File: src/rtl/ccr_if.sv
// Bus between the execute stage and the condition-code / branch-resolution unit.
interface ccr_if;
    logic [2:0] alu_flag;
    logic       flag_we;
    logic       stall;
    logic [2:0] jmp_type;
    logic       int_ack;
    logic       rti;
    logic [2:0] ccr;
    logic       branch_taken;
    logic       flush;
    logic       int_busy;
    logic       shadow_valid;

    modport master (
        output alu_flag, flag_we, stall, jmp_type, int_ack, rti,
        input  ccr, branch_taken, flush, int_busy, shadow_valid
    );

    modport slave (
        input  alu_flag, flag_we, stall, jmp_type, int_ack, rti,
        output ccr, branch_taken, flush, int_busy, shadow_valid
    );
endinterface

File: src/rtl/ccr_unit.sv
// Condition-code register with branch resolution and interrupt save/restore.
// A short freeze window after int_ack holds the CCR while the flag push completes.
module ccr_unit #(
    parameter int unsigned FREEZE_CYCLES = 2
) (
    input  logic  clk,
    input  logic  rst_n,
    ccr_if.slave  bus
);

    localparam int unsigned CNT_W = 3;

    localparam logic [2:0] JMP_JZ  = 3'd1;
    localparam logic [2:0] JMP_JN  = 3'd2;
    localparam logic [2:0] JMP_JC  = 3'd3;
    localparam logic [2:0] JMP_JMP = 3'd4;

    typedef enum logic {
        ST_IDLE   = 1'b0,
        ST_FREEZE = 1'b1
    } state_e;

    state_e           state_q, state_d;
    logic [CNT_W-1:0] cnt_q, cnt_d;
    logic [2:0]       ccr_q, ccr_d;
    logic [2:0]       shadow_q, shadow_d;
    logic             shadow_valid_q, shadow_valid_d;
    logic             cond_c;
    logic             taken_c;

    // Branch resolution against the registered CCR only
    always_comb begin
        cond_c = 1'b0;
        case (bus.jmp_type)
            JMP_JZ:  cond_c = ccr_q[0];
            JMP_JN:  cond_c = ccr_q[2];
            JMP_JC:  cond_c = ccr_q[1];
            JMP_JMP: cond_c = 1'b1;
            default: cond_c = 1'b0;
        endcase
        taken_c = rst_n & ~bus.stall & cond_c;
    end

    // Next-state and CCR/shadow update
    always_comb begin
        state_d        = state_q;
        cnt_d          = cnt_q;
        ccr_d          = ccr_q;
        shadow_d       = shadow_q;
        shadow_valid_d = shadow_valid_q;

        case (state_q)
            ST_IDLE: begin
                if (!bus.stall) begin
                    if (bus.rti) begin
                        if (shadow_valid_q) begin
                            ccr_d          = shadow_q;
                            shadow_valid_d = 1'b0;
                        end
                    end else if (bus.flag_we) begin
                        ccr_d = bus.alu_flag;
                    end else if (taken_c) begin
                        case (bus.jmp_type)
                            JMP_JZ:  ccr_d[0] = 1'b0;
                            JMP_JN:  ccr_d[2] = 1'b0;
                            JMP_JC:  ccr_d[1] = 1'b0;
                            default: ccr_d    = ccr_q;
                        endcase
                    end
                    // Saves the pre-restore CCR when rti and int_ack coincide
                    if (bus.int_ack) begin
                        state_d        = ST_FREEZE;
                        shadow_d       = ccr_q;
                        shadow_valid_d = 1'b1;
                        cnt_d          = CNT_W'(FREEZE_CYCLES - 1);
                    end
                end
            end
            ST_FREEZE: begin
                if (cnt_q == '0) begin
                    state_d = ST_IDLE;
                end else begin
                    cnt_d = cnt_q - CNT_W'(1);
                end
            end
            default: state_d = ST_IDLE;
        endcase
    end

    always_ff @(posedge clk or negedge rst_n) begin
        if (!rst_n) begin
            state_q        <= ST_IDLE;
            cnt_q          <= '0;
            ccr_q          <= '0;
            shadow_q       <= '0;
            shadow_valid_q <= 1'b0;
        end else begin
            state_q        <= state_d;
            cnt_q          <= cnt_d;
            ccr_q          <= ccr_d;
            shadow_q       <= shadow_d;
            shadow_valid_q <= shadow_valid_d;
        end
    end

    assign bus.ccr          = ccr_q;
    assign bus.branch_taken = taken_c;
    assign bus.flush        = taken_c;
    assign bus.int_busy     = (state_q == ST_FREEZE);
    assign bus.shadow_valid = shadow_valid_q;

endmodule

File: src/flat_wrapper.sv
// flat-port wrapper written by rule: the top's interface ports become plain ports
module ccr_unit_flat 
#(
    parameter int unsigned FREEZE_CYCLES = 2
)
  (clk, rst_n, bus_alu_flag, bus_flag_we, bus_stall, bus_jmp_type, bus_int_ack, bus_rti, bus_ccr, bus_branch_taken, bus_flush, bus_int_busy, bus_shadow_valid);
  ccr_if bus_i ();
  input  logic clk;
  input  logic rst_n;
  input wire logic [$bits(bus_i.alu_flag)-1:0] bus_alu_flag;
  input wire logic [$bits(bus_i.flag_we)-1:0] bus_flag_we;
  input wire logic [$bits(bus_i.stall)-1:0] bus_stall;
  input wire logic [$bits(bus_i.jmp_type)-1:0] bus_jmp_type;
  input wire logic [$bits(bus_i.int_ack)-1:0] bus_int_ack;
  input wire logic [$bits(bus_i.rti)-1:0] bus_rti;
  output wire logic [$bits(bus_i.ccr)-1:0] bus_ccr;
  output wire logic [$bits(bus_i.branch_taken)-1:0] bus_branch_taken;
  output wire logic [$bits(bus_i.flush)-1:0] bus_flush;
  output wire logic [$bits(bus_i.int_busy)-1:0] bus_int_busy;
  output wire logic [$bits(bus_i.shadow_valid)-1:0] bus_shadow_valid;
  assign bus_i.alu_flag = bus_alu_flag;
  assign bus_i.flag_we = bus_flag_we;
  assign bus_i.stall = bus_stall;
  assign bus_i.jmp_type = bus_jmp_type;
  assign bus_i.int_ack = bus_int_ack;
  assign bus_i.rti = bus_rti;
  assign bus_ccr = bus_i.ccr;
  assign bus_branch_taken = bus_i.branch_taken;
  assign bus_flush = bus_i.flush;
  assign bus_int_busy = bus_i.int_busy;
  assign bus_shadow_valid = bus_i.shadow_valid;
  ccr_unit #(.FREEZE_CYCLES(FREEZE_CYCLES)) u_core (.clk(clk), .rst_n(rst_n), .bus(bus_i));
endmodule
File: config.mk
export PLATFORM = sky130hd
export DESIGN_NAME = ccr_unit_flat
export DESIGN_NICKNAME = d
export VERILOG_FILES = /design/src/rtl/ccr_if.sv /design/src/rtl/ccr_unit.sv /design/src/flat_wrapper.sv
export SDC_FILE = /design/constraint.sdc
export NUM_CORES = 1
export LEC_CHECK = 0
export ABC_AREA = 1
export BUFFER_PORTS_ARGS = -buffer_cell sky130_fd_sc_hd__buf_2
export CORE_AREA = 8 8 45 47
export CTS_BUF_LIST = sky130_fd_sc_hd__clkbuf_4 sky130_fd_sc_hd__clkbuf_8 sky130_fd_sc_hd__clkbuf_16
export CTS_CLUSTER_SIZE = 40
export DETAILED_ROUTE_END_ITERATION = 8
export DIE_AREA = 0 0 53 55
export PLACE_DENSITY = 0.77
export SYNTH_ARGS = -nofsm -noshare
export SYNTH_HDL_FRONTEND = slang
export SYNTH_SLANG_ARGS = --single-unit
File: constraint.sdc
create_clock -name clk -period 2.63 [get_ports clk]
set_input_delay 0.263 -clock clk [delete_from_list [all_inputs] [get_ports clk]]
set_output_delay 0.263 -clock clk [all_outputs]
set_load 0.01 [all_outputs]
==> results.json, run 1 <==
{
  "dpl_worst_slack_ns": 1.23,
  "criticalPathCategory": "input pin to output pin",
  "routabilityCongestion": 0.807,
  "min_to": "u_core.bus.shadow_valid",
  "critPathRequiredTime_ns": 2.37,
  "io_buffer_count": 18,
  "rr_worst_depth": 7,
  "holdPathStages": 4,
  "place_area_um2": 723,
  "status": "complete, no violations",
  "path_max_fanout": 12,
  "hold_path.class": "input pin to register",
  "layout_min_cycle_time_ns": 1.78,
  "io_pins": 19,
  "clk_latency_ns": 0.26,
  "cp_data_arrival_time_ns": 1.52,
  "cp-start-kind": "input pin",
  "grt_start_max_net_pins": 13,
  "relSlewSlack_pct": 76.9,
  "clk_pin_slew_ns": 0.07,
  "die-area_um2": 2920,
  "worstPathCellList": "dlygate4sd3_1 -> buf_2 -> nand2_1 -> o21bai_2 -> inv_1 -> buf_2",
  "fin_area_um2": 763,
  "syn-cell-area_um2": 621,
  "drt-total-wl_mm": 1.38,
  "synth_edf_count": 0,
  "synth-seq-cells": 11,
  "path_buf_inv": 4,
  "r2r_setup_slack_ns": 1.21,
  "die_w_um": 53,
  "layout_setup_ws_ns": 0.847,
  "wl_met3_um": 115,
  "synthCells": 78,
  "ant_nets": 0,
  "drive_above_1_share_pct": 30.0,
  "routedWlPerCell_um": 11.9,
  "drt_first_iter_violations": 9,
  "hold_buffers": 1,
  "ir_drop_uv": 433,
  "ys_types": 17,
  "ys_warn_count": 0,
  "crit_family": "buffers and inverters",
  "skew_ns": 0.00371,
  "ys_seq_area_share_pct": 44.4,
  "grt_pass1_vias": 594,
  "clk_path_buf_depth": 2,
  "vias": 595,
  "setup_violations": 0,
  "p_leak_nw": 0.427,
  "top_layer": "met4",
  "floorplan.initialDensity_pct": 44.8,
  "drcViolationCount": 0,
  "maxCapViolCount": 0,
  "synth_most_common_cell": "nand2_1",
  "synthTopCellsByCount": "nand2_1, dfrtp_1, inv_1, nand3_1, nand4_1",
  "dp_hpwl_mm": 1.14,
  "worst_path_largest_cell_delay_ns": 0.52,
  "ctsResizeCount": 0,
  "cts_tree": "yes",
  "vias_per_cell": 5.13,
  "grtUsageTotal_pct": 10.9,
  "gr-total-overflow": 0,
  "clock.fmax_ghz": 0.561,
  "regToRegStartpoint": "u_core.cnt_q[0]",
  "syn_area_per_cell_um2": 7.96,
  "cts-htree-levels": 1,
  "antenna_found_initial": 0,
  "core_area_um2": 1380,
  "async_flop_share_pct": 100,
  "grt_pass1_wl_mm": 2.44,
  "cts.sinks": 11,
  "hp-start": "bus_rti",
  "synth_top_area_share_pct": 44.4,
  "r2r-end": "u_core.cnt_q[0]",
  "rsz0062_at_grt": "no",
  "worst_slew_pin_slew_ns": 0.342,
  "drt-met1-wl_um": 601,
  "finalHoldViolations": 0,
  "cts_setup_buffers": 0,
  "critPathCaptureType": "output pin",
  "cts.root.buffer_cell": "clkbuf_4",
  "final_nets": 115,
  "antenna_cells": 0,
  "synth_top_area_cell": "dfrtp_1",
  "netlist_top_cells_area": "dfrtp_1, nand2_1, nand3_1, inv_1, nand4_1",
  "synth_flop_cell": "dfrtp_1",
  "drv_slew": 0,
  "cts_buffers": 3,
  "p_per_area_nw_per_um2": 932,
  "area_growth_pct": 23.0,
  "std_cell_rows": 14,
  "fin_setup_tns_ns": 0,
  "syn-num-nets": 92,
  "slowest_stage": "dlygate4sd3_1",
  "first_pass_iters": 4,
  "wl_met2_um": 651,
  "min_period_over_period_pct": 67.8,
  "die_height_um": 55,
  "crit_path_frequent_cell": "buf_2"
}
[per-stage QoR]
stage               power, mW  utilization [%]  std cells  hold WS [ns]
finish                  0.711             55.2        116         0.293
global route            0.781             55.2        116         0.315
CTS                     0.724             55.2        116         0.279
detailed placement      0.596             52.3        111         0.153
global placement        0.581             52.3        111         0.155
floorplan               0.487                -         78       -0.0326
[registers in the layout, indices dropped and copies added, names as in the netlist]
register	flops
u_core.bus.int_busy	1
u_core.shadow_q	3
u_core.bus.shadow_valid	1
u_core.cnt_q	3
u_core.bus.ccr	3
[cell families after synthesis]
family	count (synthesis)	synth area share, %
simple gates	38	29.4
buf+inv	13	8.47
fa+ha+maj	2	4.03
flops	11	44.4
compound gates	13	11.9
mux	1	1.81
[routing by layer]
layer  GRT usage, %  up-vias
li1               -      307
met1           13.2      267
met2           17.4       19
met3           3.21        2
met4           5.17        0
met5              0        -
[tightest hold or removal path, stage by stage]
cell	delay [ns]
buf_2	0.12
nand2_1	0.05
nand2_1	0.05
nand2_1	0.04
[cell usage in the layout, fill, tap and decap left out]
cell type      instances
buf_2                 18
nand2_1               15
dfrtp_1               11
inv_1                 10
nand3_1                9
nand4_1                6
a21oi_1                5
o21ai_0                5
nor2_1                 4
clkbuf_4               4
inv_2                  2
nand2_2                2
o22ai_1                2
ha_1                   2
nand3_2                1
o21bai_2               1
or2_2                  1
mux2_2                 1
dlygate4sd3_1          1
[power by group]
| part | switching (mW) | internal, mW | total (mW) |
|---|---|---|---|
| Combinational | 0.172 | 0.117 | 0.290 |
| Clock | 0.0542 | 0.0689 | 0.123 |
| Sequential | 0.0480 | 0.250 | 0.298 |
| Total | 0.274 | 0.437 | 0.711 |
[final cells by class]
cell class / instances / area, um2
fill: 132 / 621
multi-input combinational: 54 / 293
sequential: 11 / 275
clock buffer: 4 / 30.0
inverter: 12 / 45.0
timing repair buffer: 19 / 100
tap: 16 / 20.0
[how the worst max path moves through the flow]
| stage | to | slack [ns] | from | cells after the start |
|---|---|---|---|---|
| global placement | u_core.cnt_q[0] | 1.29 | u_core.cnt_q[0] | 7 |
| CTS | bus_branch_taken | 0.81 | rst_n | 6 |
| finish | bus_branch_taken | 0.85 | rst_n | 6 |
| floorplan | u_core.cnt_q[0] | 1.33 | u_core.cnt_q[0] | 7 |
| global route | bus_branch_taken | 0.72 | rst_n | 6 |
| detailed placement | u_core.cnt_q[0] | 1.23 | u_core.cnt_q[0] | 7 |
(Power assumes the default switching activity.)
==> inputs of run 2 (changes only) <==
- ABC_AREA: 1 -> 0
- CORE_AREA: 8 8 45 47 -> unset
- CORE_MARGIN: unset -> 8
- CORE_UTILIZATION: unset -> 48
- DIE_AREA: 0 0 53 55 -> unset
- PLACE_DENSITY: 0.77 -> 0.78
- clock period: 2.63 -> 1.68 ns (I/O delays scaled with it)
==> run 2 against run 1 <==
  * Critical path depth shrank 2
  * Clock power grew 46%
  * Cell area grew 2.5%
  * Clock skew shrank 0.0034 ns
  * Critical path type is now register to output pin
==> results.json, run 2 <==
{
  "ir_drop_uv": 791,
  "cp-start-kind": "register",
  "min_period_over_period_pct": 89.8,
  "syn-cell-area_um2": 641,
  "setup_violations": 0,
  "layout_setup_ws_ns": 0.172,
  "cts_buffers": 3,
  "synthTopCellsByCount": "dfrtp_1, inv_1",
  "rsz0062_at_grt": "no",
  "synth_most_common_cell": "dfrtp_1",
  "relSlewSlack_pct": 71.7,
  "vias": 524,
  "ys_warn_count": 0,
  "first_pass_iters": 4,
  "synth_edf_count": 0,
  "critPathRequiredTime_ns": 1.51,
  "clk_path_buf_depth": 2,
  "io_pins": 19,
  "dp_cells": 94,
  "fin_setup_tns_ns": 0,
  "regToRegStartpoint": "u_core.cnt_q[0]",
  "synth-xor-area-share_pct": 0,
  "std_cell_rows": 13,
  "p_per_area_nw_per_um2": 1550,
  "io_buffer_count": 18,
  "ys_types": 25,
  "p_leak_nw": 0.395,
  "synth_top_family_by_area": "simple AND/OR/NAND/NOR gates",
  "drv_slew": 0,
  "synth-simple-area-share_pct": 19.7,
  "clk_pin_slew_ns": 0.07,
  "critPathCaptureType": "output pin",
  "synth-seq-cells": 11,
  "clk_latency_ns": 0.27,
  "criticalPathCategory": "register to output pin",
  "final_nets": 99,
  "synthCells": 62,
  "antenna_cells": 0,
  "cts_tree": "yes",
  "worst_slew_pin_slew_ns": 0.418,
  "mostFrequentLayoutCells": "buf_2, dfrtp_1, inv_1",
  "synth_fa_ha_area_share_pct": 3.91,
  "grt_start_max_net_pins": 12,
  "synth_compound_area_share_pct": 16.2,
  "dp_hpwl_mm": 1.17,
  "hp-start": "bus_int_ack",
  "routedWlPerCell_um": 14.7,
  "async_flop_share_pct": 100,
  "cts_setup_buffers": 0,
  "drt_first_iter_violations": 4,
  "netlist_top_cells_area": "dfrtp_1, mux2_2, mux2i_1, ha_1, nand2b_1",
  "routabilityCongestion": 0.719,
  "die-area_um2": 2760,
  "synth_top_area_cell": "dfrtp_1",
  "cts.sinks": 11,
  "finalHoldViolations": 0,
  "drive_above_1_share_pct": 34.5,
  "synth_top_area_share_pct": 43.0,
  "finalNonFillerCells": 99,
  "floorplan.initialDensity_pct": 50.5,
  "syn_area_per_cell_um2": 10.3,
  "grt_pass1_wl_mm": 2.41,
  "drcViolationCount": 0,
  "ys_seq_area_share_pct": 43.0,
  "final_common_cell": "buf_2",
  "ctsResizeCount": 0,
  "antenna_found_initial": 0,
  "die_w_um": 52.5,
  "maxCapViolCount": 0,
  "layout_min_cycle_time_ns": 1.51,
  "clock.fmax_ghz": 0.663,
  "grt_pass1_vias": 526,
  "skew_ns": 0.000339,
  "dpl_worst_slack_ns": 0.336,
  "syn-num-nets": 76,
  "synth_mux_area_share_pct": 11.7,
  "gr-total-overflow": 0,
  "grtUsageTotal_pct": 11.9,
  "p_total_mw": 1.21,
  "path_max_fanout": 5,
  "drt-total-wl_mm": 1.46,
  "cp_data_arrival_time_ns": 1.34,
  "synth_flop_cell": "dfrtp_1",
  "die_height_um": 52.5,
  "crit_path_start": "u_core.bus.ccr[1]",
  "cts-htree-levels": 1,
  "cts.root.buffer_cell": "clkbuf_4",
  "core_area_um2": 1270,
  "vias_per_cell": 5.29,
  "area_growth_pct": 22.1,
  "status": "complete, no violations",
  "hold_path.class": "input pin to register",
  "ant_nets": 0
}
==> run 2: changes by cell type after synthesis, sizes merged, moves of 5 or more <==
cell    change
nand3       -9
nand2b      +5
o21ai       -5
nand2      -13
inv         -6
nand4       -6
==> run 2: layout make-up <==
class                      instances  area (um2)
clock buffer                       3        22.5
clock inverter                     1        5.00
fill                             116         487
inverter                           6        22.5
multi-input combinational         43         330
sequential                        11         275
tap                               15        18.8
timing repair buffer              20         108
==> run 2: metrics by stage <==
stage	hold slack, ns	area, um2	util, %
2_1_floorplan	-0.128	641	-
3_3_place_gp	0.167	744	58.7
3_5_place_dp	0.175	744	58.7
4_1_cts	0.149	782	61.6
5_1_grt	0.157	782	61.6
6_report	0.151	782	61.6
==> run 2: cells by family (layout without fill, tap and decap cells) <==
family,Yosys count,count (layout)
AO/OA/AOI/OAI,13,13
buffers and inverters,8,30
flip-flops,11,11
AND/OR/NAND/NOR,21,21
adder cells (fa/ha/maj),2,2
multiplexers,7,7
==> run 2: worst paths after layout <==
kind                                                end  slack [ns]  depth (start not counted)
min in group asynchronous       u_core.bus.shadow_valid        0.41                          3
worst min register to register          u_core.cnt_q[2]        0.49                          1
worst max register to register          u_core.cnt_q[0]        0.32                          6
worst min-delay path            u_core.bus.shadow_valid        0.15                          2
worst max-delay path                   bus_branch_taken        0.17                          4
max in group asynchronous             u_core.bus.ccr[0]        1.13                          3
==> run 2: routing by layer <==
metal  wire length [um]  track usage [%]  vias to the layer above  part of all wire, %
met4                 27             6.47                        0                  1.8
met1                613             13.4                      243                   42
met3                 89             5.68                        4                  6.1
met5                  0                0                        -                    0
li1                   -                -                      266                    -
met2                729             18.0                       11                   50
==> run 2: worst max-delay path: stages (launching register included) <==
cell	delay, ns
dfrtp_1	0.42
mux2_2	0.29
nand3b_1	0.10
a31oi_1	0.10
buf_2	0.16
==> run 2: power by group <==
group,total [mW],switching [mW],internal [mW]
sequential,0.504,0.103,0.402
clock,0.180,0.0920,0.0884
combinational,0.527,0.256,0.271
total,1.21,0.450,0.761
==> run 2: repair_timing <==
item	in CTS	in global routing
hold buffers	1	0
endpoints found under the hold margin	11	0
setup endpoints to repair	0	0
==> inputs of run 3 (changes only) <==
- RECOVER_POWER: unset -> 50
==> run 3 against run 2 <==
  * Die area is the same
  * Sequential share of layout area grew 0.34 points
  * Core utilization shrank 0.59 points
  * Clock-buffer cell count is the same
  * Critical endpoint unchanged
  * Largest cell class unchanged
  * Largest power group unchanged
  * Highest routed layer unchanged
==> results.json, run 3 (synthesis gave the netlist of run 2 again) <==
{
  "status": "complete, no violations",
  "drt_first_iter_violations": 3,
  "p_total_mw": 1.20,
  "dp_cells": 94,
  "clock_power_share_pct": 15.0,
  "vias": 522,
  "grt_pass1_vias": 526,
  "cts_tree": "yes",
  "worstSetupEndpoint": "bus_branch_taken",
  "antenna_found_initial": 0,
  "hold_path.class": "input pin to register",
  "worstPathCellList": "mux2_2 -> nand3b_1 -> a31oi_1 -> buf_2",
  "routabilityCongestion": 0.719,
  "path_max_fanout": 5,
  "critical_path_depth": 4,
  "crit_path_start": "u_core.bus.ccr[1]",
  "nFillCells": 116,
  "finalNonFillerCells": 99,
  "clk_latency_ns": 0.27,
  "ctsResizeCount": 0,
  "relSlewSlack_pct": 61.4,
  "worst_slew_pin_slew_ns": 0.579,
  "hp-start": "bus_int_ack",
  "cts.root.buffer_cell": "clkbuf_4",
  "drv_slew": 0,
  "area_growth_pct": 20.9,
  "regToRegStartpoint": "u_core.cnt_q[0]",
  "rr_worst_depth": 6,
  "finalHoldViolations": 0,
  "grtUsageTotal_pct": 11.9,
  "worst_path_largest_cell_delay_ns": 0.42,
  "layout_min_cycle_time_ns": 1.51,
  "maxCapViolCount": 0,
  "antenna_cells": 0,
  "path_buf_inv": 1,
  "die_height_um": 52.5,
  "routedWlPerCell_um": 14.8,
  "mostFrequentLayoutCells": "buf_2, dfrtp_1, inv_1",
  "criticalPathCategory": "register to output pin",
  "std_cell_rows": 13,
  "multiInputGateArea_um2": 330,
  "cts_setup_buffers": 0,
  "r2r-end": "u_core.cnt_q[0]",
  "slowest_stage": "dfrtp_1",
  "setup_violations": 0,
  "drcViolationCount": 0,
  "core_area_um2": 1270,
  "hold_buffers": 1,
  "cp_data_arrival_time_ns": 1.34,
  "rsz0062_at_grt": "no",
  "skew_ns": 0.000238,
  "clk_pin_slew_ns": 0.07,
  "switchingPower_mw": 0.451,
  "crit_family": "flip-flops",
  "comb_power_share_pct": 43.1,
  "cts-htree-levels": 1,
  "r2r_setup_slack_ns": 0.33,
  "grt_pass1_wl_mm": 2.41,
  "ant_nets": 0,
  "fin_util_pct": 61.0,
  "final_common_cell": "buf_2",
  "die-area_um2": 2760,
  "floorplan.initialDensity_pct": 50.5,
  "p_per_area_nw_per_um2": 1550,
  "grt_start_max_net_pins": 12,
  "vias_per_cell": 5.27,
  "p_leak_nw": 0.383,
  "io_pins": 19,
  "dp_hpwl_mm": 1.17,
  "critPathRequiredTime_ns": 1.51,
  "drive_above_1_share_pct": 29.8,
  "layout.area.seq_um2": 275,
  "seqPwrFrac_pct": 41.9,
  "critPathCaptureType": "output pin",
  "clk_path_buf_depth": 2,
  "cp-start-kind": "register",
  "fin_setup_tns_ns": 0,
  "min_period_over_period_pct": 89.7,
  "cell_internal_pwr_mw": 0.753,
  "first_pass_iters": 4,
  "final_nets": 99,
  "cts_buffers": 3,
  "io_buffer_count": 18,
  "ir_drop_uv": 787,
  "drt-total-wl_mm": 1.46,
  "cts.sinks": 11,
  "swShare_pct": 37.5,
  "die_w_um": 52.5,
  "clock.fmax_ghz": 0.663,
  "holdWs_ns": 0.152,
  "gr-total-overflow": 0
}
==> run 3: cell types whose count changed in the layout (fill, tap and decap cells not counted) <==
cell / previous run / this run
buf_4: 1 / 0
buf_2: 18 / 15
clkbuf_1: 0 / 4
==> run 3: layout make-up <==
type / instances / share of cell area, %
clock buffer: 3 / 2.91
clock inverter: 1 / 0.646
inverter: 6 / 2.91
multi-input combinational: 43 / 42.6
sequential: 11 / 35.5
tap: 15 / 2.42
timing repair buffer: 20 / 12.9
==> run 3: stage by stage <==
stage	area (um2)	setup WS, ns
final	774	0.173
after global routing	774	0.0733
after CTS	782	0.173
after detailed placement	744	0.336
after global placement	744	0.441
after floorplan	641	0.401
==> run 3: power groups by stage <==
stage	sequential, mW	clock [mW]	combinational (mW)
after floorplan	0.516	0	0.337
after global placement	0.502	0	0.504
after detailed placement	0.511	0	0.529
after CTS	0.506	0.188	0.536
after global routing	0.529	0.204	0.588
final	0.505	0.180	0.519
==> run 3: worst min path at each step <==
| stage | end | cells past startpoint |
|---|---|---|
| CTS | u_core.bus.shadow_valid | 2 |
| global placement | u_core.bus.shadow_valid | 2 |
| floorplan | u_core.bus.ccr[0] | 0 |
| global route | u_core.bus.shadow_valid | 2 |
| finish | u_core.bus.shadow_valid | 2 |
| detailed placement | u_core.shadow_q[2] | 2 |
==> run 3: per-layer routing <==
| layer | part of all wire (%) | vias up | track usage (%) |
|---|---|---|---|
| met4 | 1.8 | 0 | 6.47 |
| li1 | - | 266 | - |
| met5 | 0 | - | 0 |
| met2 | 50 | 11 | 18.0 |
| met1 | 42 | 241 | 13.4 |
| met3 | 6.1 | 4 | 5.68 |
==> run 3: worst reg2reg max path, delay by kind of cell, from the launching register on <==
family / cells / cell delay (ns)
compound gates: 1 / 0.26
buf+inv: 1 / 0.10
mux: 1 / 0.12
simple gates: 1 / 0.06
flops: 1 / 0.37
fa+ha+maj: 2 / 0.32
